### config.mk
export PLATFORM = sky130hd
export DESIGN_NAME = fpaddsub_normalize_round
export DESIGN_NICKNAME = d
export VERILOG_FILES = /design/src/rtl/fpaddsub_pkg.sv /design/src/rtl/fpaddsub_round_rne.sv /design/src/rtl/fpaddsub_normalize_round.sv
export SDC_FILE = /design/constraint.sdc
export NUM_CORES = 1
export LEC_CHECK = 0
export CORE_ASPECT_RATIO = 0.6
export CORE_MARGIN = 2
export CORE_UTILIZATION = 40
export CTS_BUF_LIST = sky130_fd_sc_hd__clkbuf_16
export DETAILED_ROUTE_END_ITERATION = 8
export PLACE_DENSITY = 0.64
export REMOVE_ABC_BUFFERS = 1
export SKIP_CTS_REPAIR_TIMING = 1
export SLEW_MARGIN = 10
export SYNTH_ARGS = -nofsm -noshare
export SYNTH_HDL_FRONTEND = slang
export SYNTH_SLANG_ARGS = --single-unit
### constraint.sdc
create_clock -name clk -period 6.95 [get_ports clk]
set_input_delay 1.0425 -clock clk [delete_from_list [all_inputs] [get_ports clk]]
set_output_delay 1.0425 -clock clk [all_outputs]
set_load 0.01 [all_outputs]
### src/rtl/fpaddsub_pkg.sv
// Shared constants and state encoding for the half-precision add/sub
// normalize-and-round stage.
package fpaddsub_pkg;

    localparam int EXPONENT = 5;
    localparam int MANTISSA = 10;
    localparam int DWIDTH   = 1 + EXPONENT + MANTISSA;
    localparam int EXP_BIAS = 15;
    localparam int EXP_INF  = 31;

    typedef enum logic [2:0] {
        IDLE,
        EVAL,
        SHIFT,
        ROUND,
        DONE
    } state_t;

endpackage

### src/rtl/fpaddsub_round_rne.sv
// Round-to-nearest-even for a normalized (or subnormal) mantissa.
// Saturates to the infinity encoding when the exponent reaches all-ones.
module fpaddsub_round_rne #(
    parameter int EXPONENT = 5,
    parameter int MANTISSA = 10
) (
    input  logic [MANTISSA-1:0] mant,
    input  logic                guard,
    input  logic                sticky,
    input  logic [EXPONENT:0]   exp,
    output logic [MANTISSA-1:0] mant_out,
    output logic [EXPONENT-1:0] exp_out,
    output logic                ovf,
    output logic                inexact
);

    localparam int EXP_MAX = (1 << EXPONENT) - 1;

    logic                round_up;
    logic                carry;
    logic [MANTISSA-1:0] mant_sum;
    logic [EXPONENT:0]   exp_sum;

    // Increment on guard with sticky or odd lsb; a mantissa carry bumps the exponent
    always_comb begin
        round_up          = guard & (sticky | mant[0]);
        {carry, mant_sum} = {1'b0, mant} + (MANTISSA+1)'(round_up);
        exp_sum           = exp + (EXPONENT+1)'(carry);
        inexact           = guard | sticky;
        ovf               = (exp_sum >= (EXPONENT+1)'(EXP_MAX));
        if (ovf) begin
            exp_out  = EXPONENT'(EXP_MAX);
            mant_out = '0;
        end else begin
            exp_out  = exp_sum[EXPONENT-1:0];
            mant_out = mant_sum;
        end
    end

endmodule

### src/rtl/fpaddsub_normalize_round.sv
// Normalize/round stage for the FP16 add/sub datapath. Takes the raw 17-bit
// mantissa sum, normalizes it one bit per cycle, rounds to nearest-even and
// hands out a packed result with valid/ready.
// Optional feature: define FPADD_SUBNORMAL_EN to produce subnormal results
// instead of flushing underflowing results to signed zero.
module fpaddsub_normalize_round
    import fpaddsub_pkg::*;
#(
    parameter int EXPONENT = fpaddsub_pkg::EXPONENT,
    parameter int MANTISSA = fpaddsub_pkg::MANTISSA,
    parameter int DWIDTH   = fpaddsub_pkg::DWIDTH
) (
    input  logic                clk,
    input  logic                resetn,
    input  logic                in_valid,
    output logic                in_ready,
    input  logic [DWIDTH:0]     in_sum,
    input  logic [EXPONENT-1:0] in_exp,
    input  logic                in_sgn,
    input  logic                in_opr,
    output logic                out_valid,
    input  logic                out_ready,
    output logic [DWIDTH-1:0]   out_result,
    output logic                out_ovf,
    output logic                out_unf,
    output logic                out_zero,
    output logic                out_inexact
);

    localparam int HID_BIT     = DWIDTH - 1;
    localparam int GUARD_BIT   = HID_BIT - MANTISSA - 1;
    localparam int EW          = EXPONENT + 1;
    localparam int SHIFT_LIMIT = 15;

`ifdef FPADD_SUBNORMAL_EN
    localparam state_t UFLOW_NEXT = ROUND;
`else
    localparam state_t UFLOW_NEXT = DONE;
`endif

    state_t            state, next_state;
    logic [DWIDTH:0]   sum_q;
    logic [EW-1:0]     exp_q;
    logic              sgn_q, opr_q, sticky_q;
    logic [3:0]        cnt_q;

    logic [DWIDTH:0]   sum_shl;
    logic              sum_zero;
    logic              uflow;
    logic [MANTISSA-1:0] rnd_mant;
    logic [EXPONENT-1:0] rnd_exp;
    logic              rnd_ovf, rnd_inexact;
    logic [DWIDTH-1:0] rnd_result;
    logic              rnd_zero, rnd_unf;

    assign sum_shl  = {sum_q[DWIDTH-1:0], 1'b0};
    assign sum_zero = (sum_q == '0);
    // Cannot shift further left without dropping below the smallest normal exponent
    assign uflow    = (state == EVAL || state == SHIFT) && (exp_q == EW'(1)) &&
                      !sum_q[HID_BIT] && !sum_q[DWIDTH] && !sum_zero;

    fpaddsub_round_rne #(
        .EXPONENT(EXPONENT),
        .MANTISSA(MANTISSA)
    ) u_round (
        .mant    (sum_q[HID_BIT-1 -: MANTISSA]),
        .guard   (sum_q[GUARD_BIT]),
        .sticky  ((|sum_q[GUARD_BIT-1:0]) | sticky_q),
        .exp     (exp_q),
        .mant_out(rnd_mant),
        .exp_out (rnd_exp),
        .ovf     (rnd_ovf),
        .inexact (rnd_inexact)
    );

    // State register
    always_ff @(posedge clk or negedge resetn) begin
        if (!resetn) state <= IDLE;
        else         state <= next_state;
    end

    // Next-state selection: normalization path depends on where the leading one sits
    always_comb begin
        next_state = state;
        case (state)
            IDLE:  if (in_valid) next_state = EVAL;
            EVAL: begin
                if (sum_zero)                            next_state = DONE;
                else if (uflow)                          next_state = UFLOW_NEXT;
                else if (sum_q[DWIDTH] || sum_q[HID_BIT]) next_state = ROUND;
                else                                     next_state = SHIFT;
            end
            SHIFT: begin
                if (uflow)                                               next_state = UFLOW_NEXT;
                else if (sum_shl[HID_BIT] || cnt_q == 4'(SHIFT_LIMIT-1)) next_state = ROUND;
            end
            ROUND: next_state = DONE;
            DONE:  if (out_ready) next_state = IDLE;
            default: next_state = IDLE;
        endcase
    end

    // Handshake and assembled rounding result; subnormal underflow when exp was forced to 0
    always_comb begin
        in_ready   = (state == IDLE);
        rnd_result = {sgn_q, rnd_exp, rnd_mant};
        rnd_zero   = (rnd_exp == '0) && (rnd_mant == '0);
        rnd_unf    = (exp_q == '0) && (rnd_inexact || ((rnd_exp == '0) && (rnd_mant != '0)));
    end

    // Datapath and registered outputs
    always_ff @(posedge clk or negedge resetn) begin
        if (!resetn) begin
            sum_q       <= '0;
            exp_q       <= '0;
            sgn_q       <= 1'b0;
            opr_q       <= 1'b0;
            sticky_q    <= 1'b0;
            cnt_q       <= '0;
            out_valid   <= 1'b0;
            out_result  <= '0;
            out_ovf     <= 1'b0;
            out_unf     <= 1'b0;
            out_zero    <= 1'b0;
            out_inexact <= 1'b0;
        end else if (uflow) begin
`ifdef FPADD_SUBNORMAL_EN
            exp_q       <= '0;
`else
            out_result  <= {sgn_q, {(DWIDTH-1){1'b0}}};
            out_ovf     <= 1'b0;
            out_unf     <= 1'b1;
            out_zero    <= 1'b1;
            out_inexact <= 1'b1;
            out_valid   <= 1'b1;
`endif
        end else begin
            case (state)
                IDLE: begin
                    if (in_valid) begin
                        sum_q    <= in_sum;
                        exp_q    <= {1'b0, in_exp};
                        sgn_q    <= in_sgn;
                        opr_q    <= in_opr;
                        sticky_q <= 1'b0;
                        cnt_q    <= '0;
                    end
                end
                EVAL: begin
                    if (sum_zero) begin
                        // Cancellation under effective subtract is +0; only -0 + -0 keeps the sign
                        out_result  <= {sgn_q & ~opr_q, {(DWIDTH-1){1'b0}}};
                        out_ovf     <= 1'b0;
                        out_unf     <= 1'b0;
                        out_zero    <= 1'b1;
                        out_inexact <= 1'b0;
                        out_valid   <= 1'b1;
                    end else if (sum_q[DWIDTH]) begin
                        sum_q    <= sum_q >> 1;
                        sticky_q <= sticky_q | sum_q[0];
                        exp_q    <= exp_q + EW'(1);
                    end
                end
                SHIFT: begin
                    sum_q <= sum_shl;
                    exp_q <= exp_q - EW'(1);
                    cnt_q <= cnt_q + 4'd1;
                end
                ROUND: begin
                    out_result  <= rnd_result;
                    out_ovf     <= rnd_ovf;
                    out_unf     <= rnd_unf;
                    out_zero    <= rnd_zero;
                    out_inexact <= rnd_inexact;
                    out_valid   <= 1'b1;
                end
                DONE: begin
                    if (out_ready) out_valid <= 1'b0;
                end
                default: ;
            endcase
        end
    end

endmodule

# Yosys cells after proc, flatten, opt, wreduce, memory -nomap -nowiden
# Index checks and enable logic that the tools add are counted.
totals:
  input_bits: 28
  latchBits: 0
  rom_bits: 0
  elab_cells: 115
  mem_bits_rw: 0
  out_inout_bits: 22
  mem_count: 0
  regBits: 54
op_classes:
  n_mul: 0
  div: 0
  n_lt_le_gt_ge: 1
  mux: 40
  eq_ne: 13
  reduce_logical: 34
  bitwise_logic: 8
  n_addsub: 5
  shifts: 0
ops:
  columns: ["cell", "n"]
  rows:
  - ["$pmux W17 S3", 1]
  - ["$mux W16", 3]
  - ["$mux W17", 2]
  - ["$pmux W16 S2", 1]
  - ["$mux W3", 6]
  - ["$mux W6", 3]
  - ["$pmux W6 S3", 1]
  - ["$logic_not A17 Y1", 1]
  - ["$pmux W3 S5", 1]
  - ["$mux W1", 12]
  - ["$reduce_and A3 Y1", 4]
  - ["$add A10 B1 Y11", 1]
  - ["$logic_not A10 Y1", 1]
  - ["$mux W10", 1]
  - ["$pmux W1 S2", 5]
  - ["$reduce_and A5 Y1", 2]
  - ["$reduce_bool A10 Y1", 1]
  - ["$ne A2 B2 Y1 const B", 4]
  - ["$pmux W4 S2", 1]
  - ["$logic_and A1 B1 Y1", 7]
  - ["$add A6 B1 Y6", 1]
  - ["$add A6 B1 Y6 const B", 1]
  - ["$eq A3 B2 Y1 const B", 2]
  - ["$eq A6 B1 Y1 const B", 1]
  - ["other kinds (25)", 38]

# Logic depth before layout (Yosys ltp)
# Gate-level depths: netlist of the first run.
depth:
  word_depth: 14
  ltp_mapped: 12
  depth_no_buf: 11

# By module
# A second synthesis of the first run with hierarchy kept.
unflattened:
  cells_unflattened: 414
  hier_area_um2: 3651.0
by_module_without_submodules:
  columns: ["mod", "seq_area_each_um2", "area_each_um2", "n_inst", "cells_each"]
  rows:
  - ["fpaddsub_normalize_round", 1351.3, 3265.6, 1, 356]
  - ["fpaddsub_round_rne", 0.0, 385.4, 1, 58]

# Worst setup path after synthesis of the first run
# No wires, ideal clock.
synth_path:
  kind: "reg2reg"
  start: "reg sum_q[5]"
  end: "reg out_result[0]"
  setup_time_ns: 0.143
  t_arrival_ns: 2.567
  n_path_buf: 1
  required_ns: 6.807
  slack_ns: 4.239
  stages_incl_launch_ff: 12
  synth_period_minus_slack_ns: 2.711
  cell_sequence: "dfrtp_1 > buf_2 > and2_1 > ha_1 > and2_1 > and3_1 > and3_1 > ha_1 > ha_1 > xnor2_1 > o311ai_2 > o2bb2ai_1"
synth_via:
  elab_chain_cells: 8
  elab_cells_between_ends: 14
  classes_between: "add/sub (2); order compare (1); eq/ne (1); mux (3); bitwise (2); reduce/logical (5)"
synth_lines:
  columns: ["item", "line", "rtl"]
  rows:
  - ["from (decl)", "fpaddsub_normalize_round.sv:42", "logic [DWIDTH:0] sum_q;"]
  - ["from (signal assigned)", "fpaddsub_normalize_round.sv:141", "sum_q <= in_sum;"]
  - ["from (signal assigned)", "fpaddsub_normalize_round.sv:159", "sum_q <= sum_q >> 1;"]
  - ["from (signal assigned)", "fpaddsub_normalize_round.sv:165", "sum_q <= sum_shl;"]
  - ["$or A1 B1 Y1", "fpaddsub_round_rne.sv:26", "round_up = guard & (sticky | mant[0]);"]
  - ["$and A1 B1 Y1", "fpaddsub_round_rne.sv:26", null]
  - ["$add A10 B1 Y11", "fpaddsub_round_rne.sv:27", "{carry, mant_sum} = {1'b0, mant} + (MANTISSA+1)'(round_up);"]
  - ["$add A6 B1 Y6", "fpaddsub_round_rne.sv:28", "exp_sum = exp + (EXPONENT+1)'(carry);"]
  - ["$ge A6 B5 Y1", "fpaddsub_round_rne.sv:30", "ovf = (exp_sum >= (EXPONENT+1)'(EXP_MAX));"]
  - ["$mux W10", "fpaddsub_round_rne.sv:31", "if (ovf) begin"]
  - ["$pmux W16 S2", "fpaddsub_normalize_round.sv:138", "case (state)"]
  - ["$mux W16", "fpaddsub_normalize_round.sv:126", "end else if (uflow) begin"]
  - ["to (signal assigned)", "fpaddsub_normalize_round.sv:130", "out_result <= {sgn_q, {(DWIDTH-1){1'b0}}};"]
  - ["to (signal assigned)", "fpaddsub_normalize_round.sv:152", "out_result <= {sgn_q & ~opr_q, {(DWIDTH-1){1'b0}}};"]
  - ["to (signal assigned)", "fpaddsub_normalize_round.sv:170", "out_result <= rnd_result;"]
  - ["to (decl)", "fpaddsub_normalize_round.sv:23", "output logic [DWIDTH-1:0] out_result,"]
# Several ways; a longest one is shown, not always the timed one.
# A chain may end at the register's enable or synchronous reset.

# Worst setup path after layout of the first run
layout_path:
  start: "reg sum_q[4]"
  end: "reg out_result[5]"
layout_via:
  elab_chain_cells: 7
  elab_cells_between_ends: 13
  classes_between: "add/sub (2); order compare (1); eq/ne (1); mux (3); bitwise (1); reduce/logical (5)"
layout_lines:
  columns: ["item", "line"]
  rows:
  - ["$and A1 B1 Y1", "fpaddsub_round_rne.sv:26"]
  - ["$add A10 B1 Y11", "fpaddsub_round_rne.sv:27"]
  - ["$add A6 B1 Y6", "fpaddsub_round_rne.sv:28"]
  - ["$ge A6 B5 Y1", "fpaddsub_round_rne.sv:30"]
  - ["$mux W10", "fpaddsub_round_rne.sv:31"]
  - ["$pmux W16 S2", "fpaddsub_normalize_round.sv:138"]
  - ["$mux W16", "fpaddsub_normalize_round.sv:126"]
# Several ways; a longest one is shown, not always the timed one.

==> results of run 1 <==
where the power goes:
group	leakage [nW]	internal [mW]	switching, mW
clock network	0.0864	0.168	0.115
logic	0.956	0.530	0.567
registers	0.667	0.466	0.235
cells in the mapped netlist (all sizes together), types with 4 or more instances:
| library cell | n |
|---|---|
| nor4 | 4 |
| nand3 | 12 |
| xnor2 | 8 |
| nand4 | 5 |
| and3 | 7 |
| a22oi | 14 |
| inv | 13 |
| nor3 | 6 |
| nand2b | 7 |
| a21oi | 8 |
| buf | 16 |
| o31ai | 8 |
| o21ai | 24 |
| ha | 10 |
| o22ai | 5 |
| or2 | 4 |
| xor2 | 4 |
| dfrtp | 54 |
| mux2i | 7 |
| nor2b | 5 |
| a31oi | 4 |
| mux2 | 17 |
| nand2 | 24 |
| clkbuf | 9 |
| nor2 | 17 |
| a21o | 5 |
| o2bb2ai | 13 |
final timing paths:
check                               start              to  slack, ns  cells past startpoint
hold reg to reg            out_result[12]  out_result[12]       0.48                      1
setup / recovery                 sum_q[4]   out_result[5]       3.85                     10
max in group asynchronous          resetn        sum_q[1]       5.60                      2
setup reg to reg                 sum_q[4]   out_result[5]       3.85                     10
hold / removal             out_result[12]  out_result[12]       0.48                      1
min in group asynchronous          resetn   out_result[2]       0.88                      2
layout make-up:
cell class,instances,area (µm²)
Multi-Input combinational cell,260,1920
Timing Repair Buffer,52,508
Inverter,13,48.8
Clock buffer,5,125
Clock inverter,3,37.5
Fill cell,845,4330
Sequential cell,54,1350
Tap cell,112,140
worst register-to-register path: stages, from the launching register on:
cell and delay [ns]:
dfrtp_1 0.48, and2_1 0.21, ha_1 0.22, and2_1 0.19, and3_1 0.17, and3_1 0.20, ha_1 0.19, ha_1 0.20
xnor2_1 0.21, o311ai_2 0.75, o2bb2ai_1 0.16
sequential cells by signal (all words and copies together), names as in the netlist:
name	flops
sgn_q	1
out_unf	1
out_zero	1
sticky_q	1
out_result	16
out_ovf	1
cnt_q	4
out_valid	1
opr_q	1
sum_q	17
state	3
exp_q	6
out_inexact	1
cells by family (layout without fill, tap and decap cells):
kind of cell / after synthesis / count (layout) / share of synthesized area, %
xor gates and xnor gates: 12 / 12 / 3.04
DFF: 54 / 54 / 39.1
adders and majority gates: 10 / 10 / 3.62
AOI/OAI and AO/OA: 110 / 110 / 23.8
and+or+nand+nor: 104 / 104 / 17.4
muxes: 24 / 24 / 7.56
buffers and inverters: 38 / 73 / 5.53
through the flow:
stage | total power [mW] | std cells
after CTS | 2.08 | 499
after detailed placement | 1.79 | 491
after floorplan | 1.39 | 327
final | 2.08 | 499
after global routing | 2.26 | 499
after global placement | 1.76 | 491
per-layer routing:
layer / global-route usage [%] / vias up / part of all wire, %
li1: - / 1381 / -
met1: 33.6 / 1375 / 53
met2: 25.4 / 104 / 38
met3: 4.27 / 13 / 7.9
met4: 5.06 / 0 / 1.5
met5: 0 / - / 0
==> impl_metrics.toml, run 1 <==
[floorplan]
die_h_um = 76.0
dieArea_um2 = 9430
rows = 26
pin_count = 50
start_util_pct = 40.9
die_w_um = 124
core-area_um2 = 8460

[placement]
dp_slack_ns = 3.85
gp_congestion = 0.784
post_dp_cell_area_um2 = 3970
place_hpwl_mm = 6.46
io_buffers = 49

[sta]
finalClockSkew_ns = 0.00496
whs_ns = 0.481
rsz0062_at_grt = "no"
tightest_slew_ns = 0.933
timing.fmax_ghz = 0.322
hold_violations = 0
tns_ns = 0
maxSlewViolCount = 0
setup_viol = 0
fin_crit_sh_pct = 44.7
final.setup.worst_slack_ns = 3.85
min_period_ns = 3.10
relSlewSlack_pct = 37.7

[layout]
final_common_cell = "dfrtp_1"
nNetsFinal = 424
most-common-layout-cells = "54 x dfrtp_1, 48 x clkdlybuf4s50_1, 24 x nand2_1, 24 x o21ai_0, 17 x mux2_2"
n_antenna_cell = 0
area_growth_pct = 19.3
final_layout_size_suffix_gt1_share_pct = 11.6
final_area_um2 = 4130
utilization_pct = 48.8

[logic_synthesis]
ys_seq_elements = 54
synthCells = 352
synth_async_sr_flop_share_pct = 100
yosys_warnings = 0
synth_top_cell_by_area = "dfrtp_1"
ys_types = 63
synth_top_flop_cell = "dfrtp_1"
synth-seq-area-share_pct = 39.1
synth_area_leaders = "dfrtp_1 39%, mux2_2 5.5%, ha_1 3.6%"
yosysTopAreaCellShare_pct = 39.1
synth_edf_count = 0
postSynthAreaPerCell_um2 = 9.83
synth.cell_area_um2 = 3460

[critical_path]
crit_family = "compound AO/OA/AOI/OAI gates"
cp_cell_sequence = "and2_1 -> ha_1 -> and2_1 -> and3_1 -> and3_1 -> ha_1 -> ha_1 -> xnor2_1 -> o311ai_2 -> o2bb2ai_1"
critPathLaunchType = "flop"
path_class = "reg -> reg"
slowest_delay_ns = 0.74
crit_slowest_cell = "o311ai_2"
path_max_fanout = 10
crit_buf_inv = 0
crit_arrival_ns = 3.26
path_common_cell = "ha_1"
critPathRequiredTime_ns = 7.10
endpoint_kind = "flop"

[min_path]
hold_class = "reg -> reg"

[run]
max-cap-violations = 0

[drt]
drt_iter0_markers = 231
via_count = 2873
routed_via_density = 5.76
ant_nets = 0
dr.pass1.iters = 5
drc = 0
wl_mm = 8.95
wl_per_cell_um = 17.9

[power]
p_leak_nw = 1.71
vdd_drop_max_mv = 0.190
powerDensity_nw_per_um2 = 504

[global_route]
grt_pass1_wl_mm = 14.5
grt_pass1_vias = 2670
grt_usage_pct = 20.1
grt_max_degree = 55
grt_overflow_total = 0
antenna_found_initial = 0

[clocking]
clk_pin_slew_ns = 0.07
htreeDepth = 2
clk_latency_ns = 0.30
cts_root_buf = "clkbuf_16"
numCtsBuffers = 5
clock_sinks = 54
cts_tree = "built"
clock_path_buffers = 2

[outcome]
outcome = "completed"
(Power assumes the default switching activity.)
==> run 2: changes to the inputs <==
--- a/config.mk
+++ b/config.mk
@@ -10,7 +10,7 @@
 export CORE_UTILIZATION = 40
 export CTS_BUF_LIST = sky130_fd_sc_hd__clkbuf_16
 export DETAILED_ROUTE_END_ITERATION = 8
-export PLACE_DENSITY = 0.64
+export PLACE_DENSITY = 0.66
 export REMOVE_ABC_BUFFERS = 1
 export SKIP_CTS_REPAIR_TIMING = 1
 export SLEW_MARGIN = 10
==> constraint.sdc (replaced) <==
create_clock -name clk -period 2.8 [get_ports clk]
set_input_delay 0.42 -clock clk [delete_from_list [all_inputs] [get_ports clk]]
set_output_delay 0.42 -clock clk [all_outputs]
set_load 0.01 [all_outputs]
==> impl_metrics.toml, run 2 (same netlist as run 1, synthesis figures left out) <==
[critical_path]
crit_arrival_ns = 2.79
path_max_fanout = 10
endpoint_kind = "flop"
critPathRequiredTime_ns = 2.99
path_class = "reg -> reg"
critPathLaunchType = "flop"

[layout]
stdcell_count = 517
nNetsFinal = 442
final_common_cell = "dfrtp_1"
area_growth_pct = 23.8
n_antenna_cell = 0
largest_reg_flops = 17
largest_register = "sum_q"
final_layout_size_suffix_gt1_share_pct = 16.5
top_regs = "sum_q: 17 flops, out_result: 16 flops, exp_q: 6 flops"
utilization_pct = 50.7
most-common-layout-cells = "54 x dfrtp_1, 48 x clkdlybuf4s50_1, 24 x nand2_1, 24 x o21ai_0, 21 x buf_4"

[global_route]
antenna_found_initial = 0
grt_pass1_wl_mm = 15.4
grt.busiest_layer = "met1"
grt_max_degree = 28
grt_pass1_vias = 2808
grt_usage_pct = 21.2
grt_use_met1_pct = 35.8
grtUsageMet3_pct = 4.04
use_met2_pct = 27.2
grt_overflow_total = 0

[power]
vdd_drop_max_mv = 0.458
p_comb_share_pct = 56.9
p_leak_nw = 1.80
p_sw_share_pct = 43.8
power_mw = 5.44
seqPwrFrac_pct = 29.7
powerDensity_nw_per_um2 = 1270
p_sw_mw = 2.38
p_int_mw = 3.06
clock_power_share_pct = 13.4

[placement]
io_buffers = 49
gp_congestion = 0.890
dp_cells = 509
place_hpwl_mm = 6.97

[drt]
wl_mm = 9.46
dr.pass1.iters = 4
routed_via_density = 5.80
drt_iter0_markers = 295
via_count = 3000
drc = 0
wl_per_cell_um = 18.3
ant_nets = 0

[sta]
setup_viol = 0
hold_violations = 0
relSlewSlack_pct = 32.9
maxSlewViolCount = 0
finalClockSkew_ns = 0.00497
timing.fmax_ghz = 0.385
tns_ns = 0
rsz0062_at_grt = "no"
tightest_slew_ns = 1.00
fin_crit_sh_pct = 92.8
min_period_ns = 2.60

[clocking]
cts_tree = "built"
clock_path_buffers = 2
htreeDepth = 2
clk_pin_slew_ns = 0.07
clock_sinks = 54
clk_latency_ns = 0.30
numCtsBuffers = 5
cts_root_buf = "clkbuf_16"

[floorplan]
die_w_um = 124
start_util_pct = 40.9
die_h_um = 76.0
pin_count = 50
dieArea_um2 = 9430
rows = 26
core-area_um2 = 8460

[min_path]
hold_class = "in -> async"

[run]
max-cap-violations = 0

[outcome]
outcome = "completed"
[run 2: cell types whose count changed in the layout (fill, tap and decap cells not counted), sizes merged]
cell    before  now
buf          4   22
clkinv       0    1
inv         15   14
[run 2: worst paths after layout]
check / startpoint / end / slack [ns] / cells past startpoint
worst max register to register: sum_q[4] / out_result[2] / 0.20 / 11
max in group asynchronous: resetn / sum_q[5] / 1.96 / 2
worst max-delay path: sum_q[4] / out_result[2] / 0.20 / 11
worst min register to register: out_result[13] / out_result[13] / 0.48 / 1
worst min-delay path: resetn / exp_q[2] / 0.14 / 1
min in group clk: out_result[13] / out_result[13] / 0.48 / 1
[run 2: through the flow]
step                setup WS (ns)  cell area [µm²]  hold WS [ns]
detailed placement          0.134             4100         0.463
finish                      0.200             4280         0.140
global route               0.0158             4280         0.189
global placement            0.232             4100         0.459
floorplan                   0.106             3320         0.124
CTS                         0.137             4270         0.166
[run 2: final cells by class]
class / count / area (µm²)
Multi-Input combinational cell: 260 / 1930
Clock buffer: 5 / 125
Tap cell: 112 / 140
Clock inverter: 3 / 43.8
Sequential cell: 54 / 1350
Fill cell: 793 / 4170
Inverter: 13 / 48.8
Timing Repair Buffer: 70 / 643
[run 2: worst max-delay path, stage by stage, from the launching register on]
cell and delay [ns]:
dfrtp_1 0.37, and2_1 0.15, ha_1 0.22, and2_1 0.19, and3_1 0.17, and3_1 0.20, ha_1 0.18, ha_1 0.22
xnor2_2 0.17, o311ai_2 0.29, buf_4 0.22, o2bb2ai_1 0.09
[run 2: power groups by stage]
stage | combinational (mW) | sequential (mW) | clock, mW
6_report | 3.09 | 1.62 | 0.731
3_3_place_gp | 2.99 | 1.59 | 0
4_1_cts | 3.07 | 1.60 | 0.743
2_1_floorplan | 1.81 | 1.64 | 0
5_1_grt | 3.43 | 1.66 | 0.776
3_5_place_dp | 3.05 | 1.61 | 0
[run 2: per-layer routing]
| layer | share of wire [%] | routed length, µm | up-vias |
|---|---|---|---|
| met5 | 0 | 0 | - |
| met4 | 0.80 | 76 | 0 |
| met3 | 6.4 | 603 | 7 |
| met2 | 39 | 3690 | 110 |
| met1 | 54 | 5090 | 1466 |
| li1 | - | - | 1417 |
